## src/rtl/sevenseg_mux.sv

```systemverilog
// Multiplexed N-digit common-anode seven-segment driver with tear-free frame updates.
// Define SEVENSEG_LZB_EN to enable leading-zero blanking.
module sevenseg_mux #(
    parameter int NUM_DIGITS  = 4,
    parameter int REFRESH_DIV = 50000,
    parameter int BLANK_CYC   = 16
) (
    input  logic                    clk,
    input  logic                    rst_n,
    input  logic [4*NUM_DIGITS-1:0] digits_i,
    input  logic [NUM_DIGITS-1:0]   dp_i,
    input  logic                    load_i,
    output logic                    pend_o,
    output logic [6:0]              seg_o,
    output logic                    dp_o,
    output logic [NUM_DIGITS-1:0]   an_o
);

    localparam int CW = $clog2(REFRESH_DIV);
    localparam int IW = (NUM_DIGITS > 1) ? $clog2(NUM_DIGITS) : 1;
    localparam int DW = 4 * NUM_DIGITS;

    localparam logic [CW-1:0] CNT_MAX = CW'(REFRESH_DIV - 1);
    localparam logic [CW-1:0] CNT_BLK = CW'(BLANK_CYC);
    localparam logic [IW-1:0] IDX_MAX = IW'(NUM_DIGITS - 1);

    logic [CW-1:0]         cnt_q, cnt_d;
    logic [IW-1:0]         idx_q, idx_d;
    logic [DW-1:0]         disp_q, disp_d;
    logic [NUM_DIGITS-1:0] ddp_q, ddp_d;
    logic [DW-1:0]         pdig_q, pdig_d;
    logic [NUM_DIGITS-1:0] pdp_q, pdp_d;
    logic                  pend_q, pend_d;
    logic [NUM_DIGITS-1:0] an_q, an_d;
    logic [6:0]            seg_q, seg_d;
    logic                  dpo_q, dpo_d;

    logic                  tick;
    logic                  frame;
    logic [3:0]            nib;
    logic                  blank;
    logic                  dpsel;
    logic [NUM_DIGITS-1:0] blank_mask;

    function automatic logic [6:0] decode(input logic [3:0] v);
        logic [6:0] s;
        unique case (v)
            4'h0: s = 7'b0000001;
            4'h1: s = 7'b1001111;
            4'h2: s = 7'b0010010;
            4'h3: s = 7'b0000110;
            4'h4: s = 7'b1001100;
            4'h5: s = 7'b0100100;
            4'h6: s = 7'b0100000;
            4'h7: s = 7'b0001111;
            4'h8: s = 7'b0000000;
            4'h9: s = 7'b0000100;
            4'hA: s = 7'b0001000;
            4'hB: s = 7'b1100000;
            4'hC: s = 7'b0110001;
            4'hD: s = 7'b1000010;
            4'hE: s = 7'b0110000;
            default: s = 7'b0111000;
        endcase
        return s;
    endfunction

    assign tick  = (cnt_q == CNT_MAX);
    assign frame = tick && (idx_q == IDX_MAX);

    always_comb begin
        cnt_d  = tick ? '0 : cnt_q + 1'b1;
        idx_d  = idx_q;
        if (tick) begin
            idx_d = (idx_q == IDX_MAX) ? '0 : idx_q + 1'b1;
        end
        disp_d = disp_q;
        ddp_d  = ddp_q;
        pdig_d = pdig_q;
        pdp_d  = pdp_q;
        pend_d = pend_q;
        // A load landing on the boundary bypasses the pending register.
        if (load_i && frame) begin
            disp_d = digits_i;
            ddp_d  = dp_i;
            pend_d = 1'b0;
        end else if (load_i) begin
            pdig_d = digits_i;
            pdp_d  = dp_i;
            pend_d = 1'b1;
        end else if (frame && pend_q) begin
            disp_d = pdig_q;
            ddp_d  = pdp_q;
            pend_d = 1'b0;
        end
    end

`ifdef SEVENSEG_LZB_EN
    always_comb begin : lzb
        logic lz;
        lz         = 1'b1;
        blank_mask = '0;
        for (int i = NUM_DIGITS - 1; i >= 1; i--) begin
            lz            = lz && (disp_q[i*4 +: 4] == 4'h0);
            blank_mask[i] = lz;
        end
    end
`else
    assign blank_mask = '0;
`endif

    always_comb begin
        nib   = '0;
        blank = 1'b0;
        dpsel = 1'b0;
        for (int i = 0; i < NUM_DIGITS; i++) begin
            if (idx_q == IW'(i)) begin
                nib   = disp_q[i*4 +: 4];
                blank = blank_mask[i];
                dpsel = ddp_q[i];
            end
        end
    end

    always_comb begin
        an_d  = (cnt_q < CNT_BLK) ? '1 : ~(NUM_DIGITS'(1) << idx_q);
        seg_d = blank ? 7'b1111111 : decode(nib);
        dpo_d = ~dpsel;
    end

    always_ff @(posedge clk or negedge rst_n) begin
        if (!rst_n) begin
            cnt_q  <= '0;
            idx_q  <= '0;
            disp_q <= '0;
            ddp_q  <= '0;
            pdig_q <= '0;
            pdp_q  <= '0;
            pend_q <= 1'b0;
            an_q   <= '1;
            seg_q  <= 7'b1111111;
            dpo_q  <= 1'b1;
        end else begin
            cnt_q  <= cnt_d;
            idx_q  <= idx_d;
            disp_q <= disp_d;
            ddp_q  <= ddp_d;
            pdig_q <= pdig_d;
            pdp_q  <= pdp_d;
            pend_q <= pend_d;
            an_q   <= an_d;
            seg_q  <= seg_d;
            dpo_q  <= dpo_d;
        end
    end

    assign pend_o = pend_q;
    assign an_o   = an_q;
    assign seg_o  = seg_q;
    assign dp_o   = dpo_q;

endmodule

```

## config.mk

```make
export PLATFORM = sky130hd
export DESIGN_NAME = sevenseg_mux
export DESIGN_NICKNAME = d
export VERILOG_FILES = /design/src/rtl/sevenseg_mux.sv
export SDC_FILE = /design/constraint.sdc
export NUM_CORES = 1
export LEC_CHECK = 0
export CELL_PAD_IN_SITES_DETAIL_PLACEMENT = 1
export CELL_PAD_IN_SITES_GLOBAL_PLACEMENT = 1
export CORE_UTILIZATION = 51
export DETAILED_ROUTE_END_ITERATION = 6
export DONT_BUFFER_PORTS = 1
export PLACE_DENSITY = 0.84
export SYNTH_ARGS = -nofsm -noshare
export SYNTH_HDL_FRONTEND = slang
export SYNTH_SLANG_ARGS = --single-unit
export TNS_END_PERCENT = 5
```

## constraint.sdc

```tcl
create_clock -name clk -period 2.7 [get_ports clk]
set_clock_uncertainty 0.15 [all_clocks]
set_input_delay 0.81 -clock clk [delete_from_list [all_inputs] [get_ports clk]]
set_output_delay 0.81 -clock clk [all_outputs]
set_load 0.01 [all_outputs]
```

==> results_dict.tcl, run 1 <==
set metrics [dict create \
    status "completed" \
    drt_iter0_drc 150 \
    syn_area_sq_um 3630 \
    antenna_found_initial 0 \
    ys_ff_latch 71 \
    cts.sinks 71 \
    grt-ovfl-total 0 \
    initial_utilization_pct 53.1 \
    rows 30 \
    final_nets 362 \
    synth_top_area_share_pct 40.7 \
    tightest_slew_ps 612 \
    cp-end-kind "flip-flop" \
    async_flop_share_pct 100 \
    cp.required_ps 2820 \
    antenna_cells 0 \
    via_per_inst 5.68 \
    reg2reg_depth 10 \
    cts_tree "done" \
    synth-edff-count 0 \
    drc_errors 0 \
    finalHoldViolations 0 \
    cts-root-buf "clkbuf_8" \
    slowest_stage "or3b_2" \
    cts.clk_slew.worst_paths_ps 80 \
    track_usage_pct 23.2 \
    yosysWarningCount 0 \
    finalWirelength_microns 7620 \
    clk_latency_ps 350 \
    synth_area_leaders "dfrtp_1 (41%), dfstp_2 (8.7%), mux2_4 (8.3%)" \
    synth_seq_area_share_pct 49.4 \
    min_path_type "input pin to async pin" \
    fillerInstances 747 \
    regToRegStartpoint "idx_q[0]" \
    antenna_left 0 \
    h-tree-depth 3 \
    vias 2435 \
    synth_top_family_by_area "simple AND/OR/NAND/NOR gates" \
    fin_cells 429 \
    dieWidth_microns 86.4 \
    yosys.area_share.adder_pct 3.79 \
    setup.worst_path.end "seg_o[6]" \
    core_sq_um 6830 \
    place_congestion 0.795 \
    synth_compound_area_share_pct 10.3 \
    dp_hpwl_microns 4980 \
    crit_path_max_incr_delay_ps 470 \
    p_per_area_nw_per_um2 542 \
    layout-drive-gt1-share_pct 19.2 \
    grt_pass1_wl_microns 13100 \
    path_cells "inv_1 -> ha_1 -> buf_4 -> a21oi_1 -> o21ai_0 -> a22oi_1 -> inv_1 -> ha_1 -> or3b_2 -> o221a_2" \
    grt_setup_unrepaired "no" \
    p_leak_nw 1.74 \
    synth.distinct_cells 41 \
    clk_path_buf_depth 2 \
    setup_violations 0 \
    grt_max_degree 51 \
    critPathLaunch "idx_q[0]" \
    fin_crit_sh_pct 91.7 \
    slew_headroom_pct 59.2 \
    fin_tns_setup_ps 0 \
    cp-start-kind "flip-flop" \
    timing.fmax_mhz 404 \
    syn_inst 323 \
    io_buffers 0 \
    critPathArrivalTime_ps 2600 \
    synthFlopType "dfrtp_1" \
    synthXorXnorAreaFrac_pct 3.62 \
    dieArea_sq_um 7460 \
    final_util_pct 56.4 \
    synth.area.mux_share_pct 10.2 \
    cp_max_fo 7 \
    slew_violations 0 \
    r2r_end "seg_o[6]" \
    top_level_ports 36 \
    synth_nets 357 \
    drv_cap 0 \
    vdd_ir_drop_max_v 0.000253 \
    synthSimpleGateAreaFrac_pct 16.0 \
    synth_top_area_cell "dfrtp_1" \
    drtPass1Iterations 4 \
    cts_buffers 9 \
    grt_pass1_vias 2581 \
    reg2reg_slack_ps 220 \
    area_growth_pct 6.21 \
    dpl.cell_count 411 \
    syn_area_per_cell_sq_um 11.2 \
    fp.dieH_microns 86.4 \
    routedWlPerCell_microns 17.8 \
    period_minus_slack_ps 2480 \
    path_class "flip-flop to flip-flop" \
]
synthesized netlist by cell type, types with 10 or more instances:
master,count
o22a_1,13
mux2_4,20
a21oi_1,18
dfrtp_1,59
ha_1,11
nor3b_1,13
nand2_1,26
inv_1,24
dfstp_2,12
nor2_1,20
nand3_1,18
xor2_1,10
flip-flops by register name (all words and copies together) (netlist names):
name / cells
cnt_q: 16
pdp_q: 4
dp_o: 1
ddp_q: 4
pdig_q: 16
pend_o: 1
seg_o: 7
idx_q: 2
an_o: 4
disp_q: 16
layer usage:
layer  GRT usage [%]  vias to the layer above  wire [microns]
met5               0                        -               0
li1                -                     1137               -
met3            4.48                       13             290
met2            34.9                       57            3550
met1            32.1                     1228            3610
met4            11.4                        0             172
critical path: cells and delay by family, from the launching register on:
family / cells / cell delay, ps
AO/OA/AOI/OAI: 4 / 590
buffers and inverters: 3 / 360
AND/OR/NAND/NOR: 1 / 470
flip-flops: 1 / 380
adder cells (fa/ha/maj): 2 / 450
worst min-delay path by stage:
| stage | slack (ps) | start | to |
|---|---|---|---|
| 3_5_place_dp | 330 | ddp_q[3] | dp_o |
| 4_1_cts | 140 | rst_n | dp_o |
| 2_1_floorplan | 260 | ddp_q[3] | dp_o |
| 6_report | 140 | rst_n | pdig_q[9] |
| 3_3_place_gp | 310 | ddp_q[3] | dp_o |
| 5_1_grt | 130 | rst_n | an_o[1] |
power breakdown:
part | total (mW) | internal, mW | switching (mW)
Sequential | 1.17 | 1.13 | 0.0376
Combinational | 0.186 | 0.102 | 0.0838
Clock | 0.736 | 0.360 | 0.376
final cells by class:
type,instances,area [sq um],share of cell area [%]
Inverter,24,90.1,2.34
Multi-Input combinational cell,213,1600,41.5
Tap cell,96,120,3.12
Timing Repair Buffer,9,90.1,2.34
Clock inverter,1,5.00,0.130
Sequential cell,71,1790,46.5
Clock buffer,15,156,4.06
cell usage in the layout, fill, tap and decap left out, drive strengths merged, types with 2 or more instances in the layout:
cell    count
or2         2
nor2b       2
ha         11
nand3      19
nand3b      5
xnor2       5
a31oi       3
nor2       21
xor2       10
a32oi       5
nand2b      2
dfrtp      59
nand4       4
mux2i       7
nor3b      13
clkbuf     15
o22ai       6
a22oi       2
a21oi      18
nor3        3
inv        24
nand2      27
o21ai       7
dfstp      12
buf         8
mux2       20
o22a       13
or3b        2
metrics by stage:
stage | hold WS, ps | power (mW) | setup slack [ps] | area (sq um)
floorplan | 259 | 1.33 | 276 | 3630
global placement | 311 | 1.34 | 338 | 3650
detailed placement | 327 | 1.35 | 233 | 3650
CTS | 143 | 2.11 | 147 | 3850
global route | 134 | 2.18 | 55.7 | 3850
finish | 145 | 2.09 | 223 | 3850
cell families (layout without fill, tap and decap cells):
logic type | after synthesis | after routing
buffers and inverters | 39 | 49
adders and majority gates | 11 | 11
xor gates and xnor gates | 15 | 15
AOI/OAI and AO/OA | 56 | 56
DFF | 71 | 71
and+or+nand+nor | 104 | 104
muxes | 27 | 27
timing repair:
item	in CTS	in global routing
setup buffers	0	0
endpoints found under the setup margin	0	1
hold endpoints to repair	50	0
gates resized for setup	0	1
hold buffers	2	0
Note: power is estimated with default switching activity, not from simulation.
==> inputs of run 2 (changes only) <==
--- a/config.mk
+++ b/config.mk
@@ -5,12 +5,14 @@
 export SDC_FILE = /design/constraint.sdc
 export NUM_CORES = 1
 export LEC_CHECK = 0
+export CAP_MARGIN = 10
 export CELL_PAD_IN_SITES_DETAIL_PLACEMENT = 1
 export CELL_PAD_IN_SITES_GLOBAL_PLACEMENT = 1
 export CORE_UTILIZATION = 51
 export DETAILED_ROUTE_END_ITERATION = 6
 export DONT_BUFFER_PORTS = 1
 export PLACE_DENSITY = 0.84
+export REMOVE_ABC_BUFFERS = 1
 export SYNTH_ARGS = -nofsm -noshare
 export SYNTH_HDL_FRONTEND = slang
 export SYNTH_SLANG_ARGS = --single-unit
==> run 2 against run 1 <==
Against the previous run:
- critical endpoint unchanged
- final area grew 1.9%
- hold slack lost 4.7 ps
- routed wire length grew 6.8%
- first-iteration DRC count shrank 24%
- count of clock-buffer cells in the layout shrank 4
- maximum frequency shrank 1.5%
- highest routed layer unchanged
- setup slack lost 37 ps
- register-to-register slack lost 40 ps
- clock power grew 45%
- utilization grew 1.1 points
- global-route usage grew 1.7 points
==> results_dict.tcl, run 2 (synthesis gave the netlist of run 1 again) <==
set metrics [dict create \
    finalWirelength_microns 8140 \
    final_util_pct 57.5 \
    dieWidth_microns 86.4 \
    antenna_cells 0 \
    regArea_sq_um 1790 \
    slew_headroom_pct 56.5 \
    reg_top3 "cnt_q: 16 flops, disp_q: 16 flops, pdig_q: 16 flops" \
    slew_violations 0 \
    setup_slack_ps 186 \
    vias 2451 \
    final_nets 360 \
    min_path_type "input pin to async pin" \
    cp_max_fo 11 \
    dieArea_sq_um 7460 \
    drtPass1Iterations 4 \
    core_sq_um 6830 \
    finalHoldViolations 0 \
    rows 30 \
    final_common_cell "dfrtp_1" \
    grt-ovfl-total 0 \
    clk_path_buf_depth 2 \
    h-tree-depth 3 \
    clk_latency_ps 350 \
    drv_cap 0 \
    period_minus_slack_ps 2510 \
    cts-root-buf "clkbuf_8" \
    grt_pass1_wl_microns 13800 \
    io_buffers 0 \
    p_per_area_nw_per_um2 618 \
    cts.sinks 71 \
    layout-drive-gt1-share_pct 20.5 \
    status "completed" \
    critPathArrivalTime_ps 2650 \
    via_per_inst 5.74 \
    area_growth_pct 8.28 \
    place_congestion 0.756 \
    timing.fmax_mhz 398 \
    cts_tree "done" \
    cp-end-kind "flip-flop" \
    cp.required_ps 2830 \
    tightest_slew_ps 653 \
    antenna_found_initial 0 \
    top_level_ports 36 \
    drt_iter0_drc 114 \
    routedWlPerCell_microns 19.1 \
    dp_hpwl_microns 5220 \
    fin_crit_sh_pct 93.1 \
    mostFrequentLayoutCells "dfrtp_1 (59), nand2_1 (26), inv_1 (24)" \
    vdd_ir_drop_max_v 0.000342 \
    grt_max_degree 60 \
    cts.clk_slew.worst_paths_ps 80 \
    fp.dieH_microns 86.4 \
    grt_pass1_vias 2714 \
    cp-start-kind "flip-flop" \
    cts_buffers 9 \
    multi_input_area_sq_um 1600 \
    track_usage_pct 24.8 \
    dp_slack_ps 131 \
    drc_errors 0 \
    setup_violations 0 \
    fillerInstances 730 \
    antenna_left 0 \
    path_class "flip-flop to flip-flop" \
    initial_utilization_pct 53.1 \
    p_leak_nw 1.78 \
]
-- run 2: changes by cell type in the layout (fill, tap and decap cells not counted) --
cell / previous run / this run
clkbuf_1: 5 / 0
bufinv_16: 0 / 3
a22oi_1: 2 / 1
a22oi_2: 0 / 1
a31oi_1: 2 / 3
a31oi_2: 1 / 0
buf_4: 7 / 6
clkbuf_8: 10 / 11
clkinv_4: 0 / 1
dlygate4sd3_1: 1 / 0
-- run 2: path summary, 6_finish.rpt --
check                              start        end  slack, ps  cells after the start
worst min-delay path               rst_n   seg_o[5]        140                      0
worst max-delay path            idx_q[1]   seg_o[6]        190                      9
min in group clk                ddp_q[3]       dp_o        340                      1
worst max register to register  idx_q[1]   seg_o[6]        190                      9
max in group asynchronous          rst_n  pdig_q[1]       1960                      1
worst min register to register  ddp_q[3]       dp_o        340                      1
-- run 2: critical path: stages (launching register included) --
cell and delay (ps):
dfrtp_1 380, inv_1 90, ha_1 300, a21oi_1 190, o21ai_0 160, a22oi_2 240, inv_1 110, ha_1 230
or3b_2 480, o221a_2 130
-- run 2: what timing repair did --
action,in CTS,in global routing
hold buffers,1,0
hold endpoints to repair,59,0
buffers inserted,0,0
endpoints found under the setup margin,0,1
gates resized for setup,0,1
-- run 2: layout make-up --
type / instances / area share, %
sequential: 71 / 45.6
clock buffer: 11 / 3.85
clock inverter: 5 / 2.64
multi-input combinational: 213 / 40.7
timing repair buffer: 7 / 1.85
inverter: 24 / 2.29
tap: 96 / 3.06
-- run 2: per-stage QoR --
stage / power, mW / area [sq um] / hold WS (ps) / TNS [ps] / std cells
6_report: 2.43 / 3930 / 140 / 0 / 427
5_1_grt: 2.51 / 3930 / 116 / -14.7 / 427
4_1_cts: 2.44 / 3920 / 128 / 0 / 427
3_5_place_dp: 1.35 / 3640 / 329 / 0 / 410
3_3_place_gp: 1.34 / 3640 / 314 / 0 / 410
2_1_floorplan: 1.31 / 3480 / 259 / 0 / 308
-- run 2: power breakdown --
group | switching, mW | internal (mW) | total (mW) | leakage (nW)
sequential | 0.0384 | 1.13 | 1.17 | 0.834
combinational | 0.0856 | 0.100 | 0.186 | 0.814
clock | 0.410 | 0.664 | 1.07 | 0.130
total | 0.534 | 1.89 | 2.43 | 1.78
-- run 2: layer usage --
metal,up-vias,GRT usage [%],part of all wire (%)
met1,1249,30.4,44
li1,1134,-,-
met4,0,11.1,2.2
met5,-,0,0
met3,17,5.52,3.2
met2,51,42.2,50
==> inputs of run 3 (changes only) <==
--- a/config.mk
+++ b/config.mk
@@ -9,10 +9,12 @@
 export CELL_PAD_IN_SITES_DETAIL_PLACEMENT = 1
 export CELL_PAD_IN_SITES_GLOBAL_PLACEMENT = 1
 export CORE_UTILIZATION = 51
+export CTS_BUF_LIST = sky130_fd_sc_hd__clkbuf_16
 export DETAILED_ROUTE_END_ITERATION = 6
 export DONT_BUFFER_PORTS = 1
 export PLACE_DENSITY = 0.84
 export REMOVE_ABC_BUFFERS = 1
+export SLEW_MARGIN = 20
 export SYNTH_ARGS = -nofsm -noshare
 export SYNTH_HDL_FRONTEND = slang
 export SYNTH_SLANG_ARGS = --single-unit
==> run 3 against run 2 <==
Against the previous run:
- global-route usage increased by 0.23 points
- critical path depth decreased by 1
- sequential share of layout area decreased by 0.69 points
- hold slack got worse by 130 ps
- total power increased by 11%
- die area unchanged
==> results_dict.tcl, run 3 (synthesis gave the netlist of run 1 again) <==
set metrics [dict create \
    status "completed" \
    slew_violations 0 \
    track_usage_pct 25.1 \
    drtPass1Iterations 4 \
    area_growth_pct 9.93 \
    p_per_area_nw_per_um2 673 \
    core_sq_um 6830 \
    h-tree-depth 3 \
    fillerInstances 735 \
    clk_path_buf_depth 2 \
    tightest_slew_ps 618 \
    cp-end-kind "flip-flop" \
    power_mw 2.69 \
    drv_cap 0 \
    cts_buffers 9 \
    path_cells "inv_1 -> ha_1 -> or3b_2 -> o21ai_0 -> a31oi_2 -> ha_1 -> or3b_2 -> o221a_2" \
    finalWirelength_microns 8350 \
    critPathArrivalTime_ps 2720 \
    fp.dieH_microns 86.4 \
    reg_top3 "cnt_q: 16 flops, disp_q: 16 flops, pdig_q: 16 flops" \
    fin_crit_sh_pct 96.5 \
    mostFrequentLayoutCells "dfrtp_1 (59), nand2_1 (26), inv_1 (24)" \
    crit_path_max_incr_delay_ps 470 \
    p_leak_nw 1.80 \
    setup_violations 0 \
    grt-ovfl-total 0 \
    layout-drive-gt1-share_pct 20.0 \
    final_nets 359 \
    grt_pass1_vias 2750 \
    cts.sinks 71 \
    initial_utilization_pct 53.1 \
    grt_setup_unrepaired "yes" \
    critPathTopFamily "simple AND/OR/NAND/NOR gates" \
    slew_headroom_pct 58.6 \
    min_path_type "input pin to async pin" \
    antenna_left 0 \
    clk_latency_ps 340 \
    dpl.cell_count 410 \
    cp-start-kind "flip-flop" \
    worst-path-stages 8 \
    cts-root-buf "clkbuf_16" \
    cts_hold_buf 0 \
    dp_hpwl_microns 5220 \
    dieWidth_microns 86.4 \
    path_class "flip-flop to flip-flop" \
    vias 2488 \
    io_buffers 0 \
    cts_tree "done" \
    top_level_ports 36 \
    place_congestion 0.756 \
    cts.clk_slew.worst_paths_ps 60 \
    cp.required_ps 2820 \
    rows 30 \
    period_minus_slack_ps 2610 \
    setup_slack_ps 93.3 \
    final_util_pct 58.4 \
    cp_num_buf_inv 1 \
    dieArea_sq_um 7460 \
    dp_slack_ps 131 \
    worst_hold_slack_ps 15.2 \
    cp_max_fo 5 \
    antenna_cells 0 \
    timing.fmax_mhz 384 \
    reg2reg_depth 8 \
    fin_cells 426 \
    via_per_inst 5.84 \
    slowest_stage "or3b_2" \
    grt_max_degree 72 \
    antenna_found_initial 0 \
    finalHoldViolations 0 \
    vdd_ir_drop_max_v 0.000424 \
    drt_iter0_drc 145 \
    routedWlPerCell_microns 19.6 \
    final_common_cell "dfrtp_1" \
    drc_errors 0 \
    grt_pass1_wl_microns 13900 \
]
run 3: cell types whose count changed in the layout (fill, tap and decap cells not counted):
cell / change
clkinv_1: +2
buf_16: -1
clkbuf_8: -11
a31oi_1: -1
a31oi_2: +1
clkbuf_16: +9
run 3: final cells by class:
| type | count | area, sq um | area share (%) |
|---|---|---|---|
| clock buffer | 9 | 225 | 5.65 |
| clock inverter | 7 | 111 | 2.79 |
| inverter | 24 | 90.1 | 2.26 |
| multi-input combinational | 213 | 1610 | 40.2 |
| sequential | 71 | 1790 | 44.9 |
| tap | 96 | 120 | 3.01 |
| timing repair buffer | 6 | 45.0 | 1.13 |
run 3: path summary, 6_finish.rpt:
kind | start | endpoint | slack (ps)
min in group clk | ddp_q[3] | dp_o | 360
setup reg to reg | idx_q[0] | seg_o[6] | 90
max in group asynchronous | rst_n | dp_o | 2180
hold / removal | rst_n | idx_q[1] | 20
setup / recovery | idx_q[0] | seg_o[6] | 90
hold reg to reg | ddp_q[3] | dp_o | 360
run 3: timing repair:
item	CTS	global route
resized for setup	0	2
setup endpoints to repair	0	3
setup buffers	0	0
run 3: metrics by stage:
stage / instance area [sq um] / setup TNS (ps)
floorplan: 3480 / 0
global placement: 3640 / 0
detailed placement: 3640 / 0
CTS: 3980 / 0
global route: 3990 / -36.4
finish: 3990 / 0
run 3: where the power goes:
part           leakage [nW]  switching (mW)  internal, mW
Clock                 0.164           0.455         0.895
Sequential            0.834          0.0383          1.13
Combinational         0.802          0.0714        0.0965
Total                  1.80           0.565          2.12
run 3: metal layers:
layer / up-vias / track usage, % / wire, microns
met2: 51 / 42.8 / 4340
li1: 1130 / - / -
met5: - / 0 / 0
met4: 0 / 10.9 / 161
met1: 1291 / 30.9 / 3560
met3: 16 / 5.14 / 292
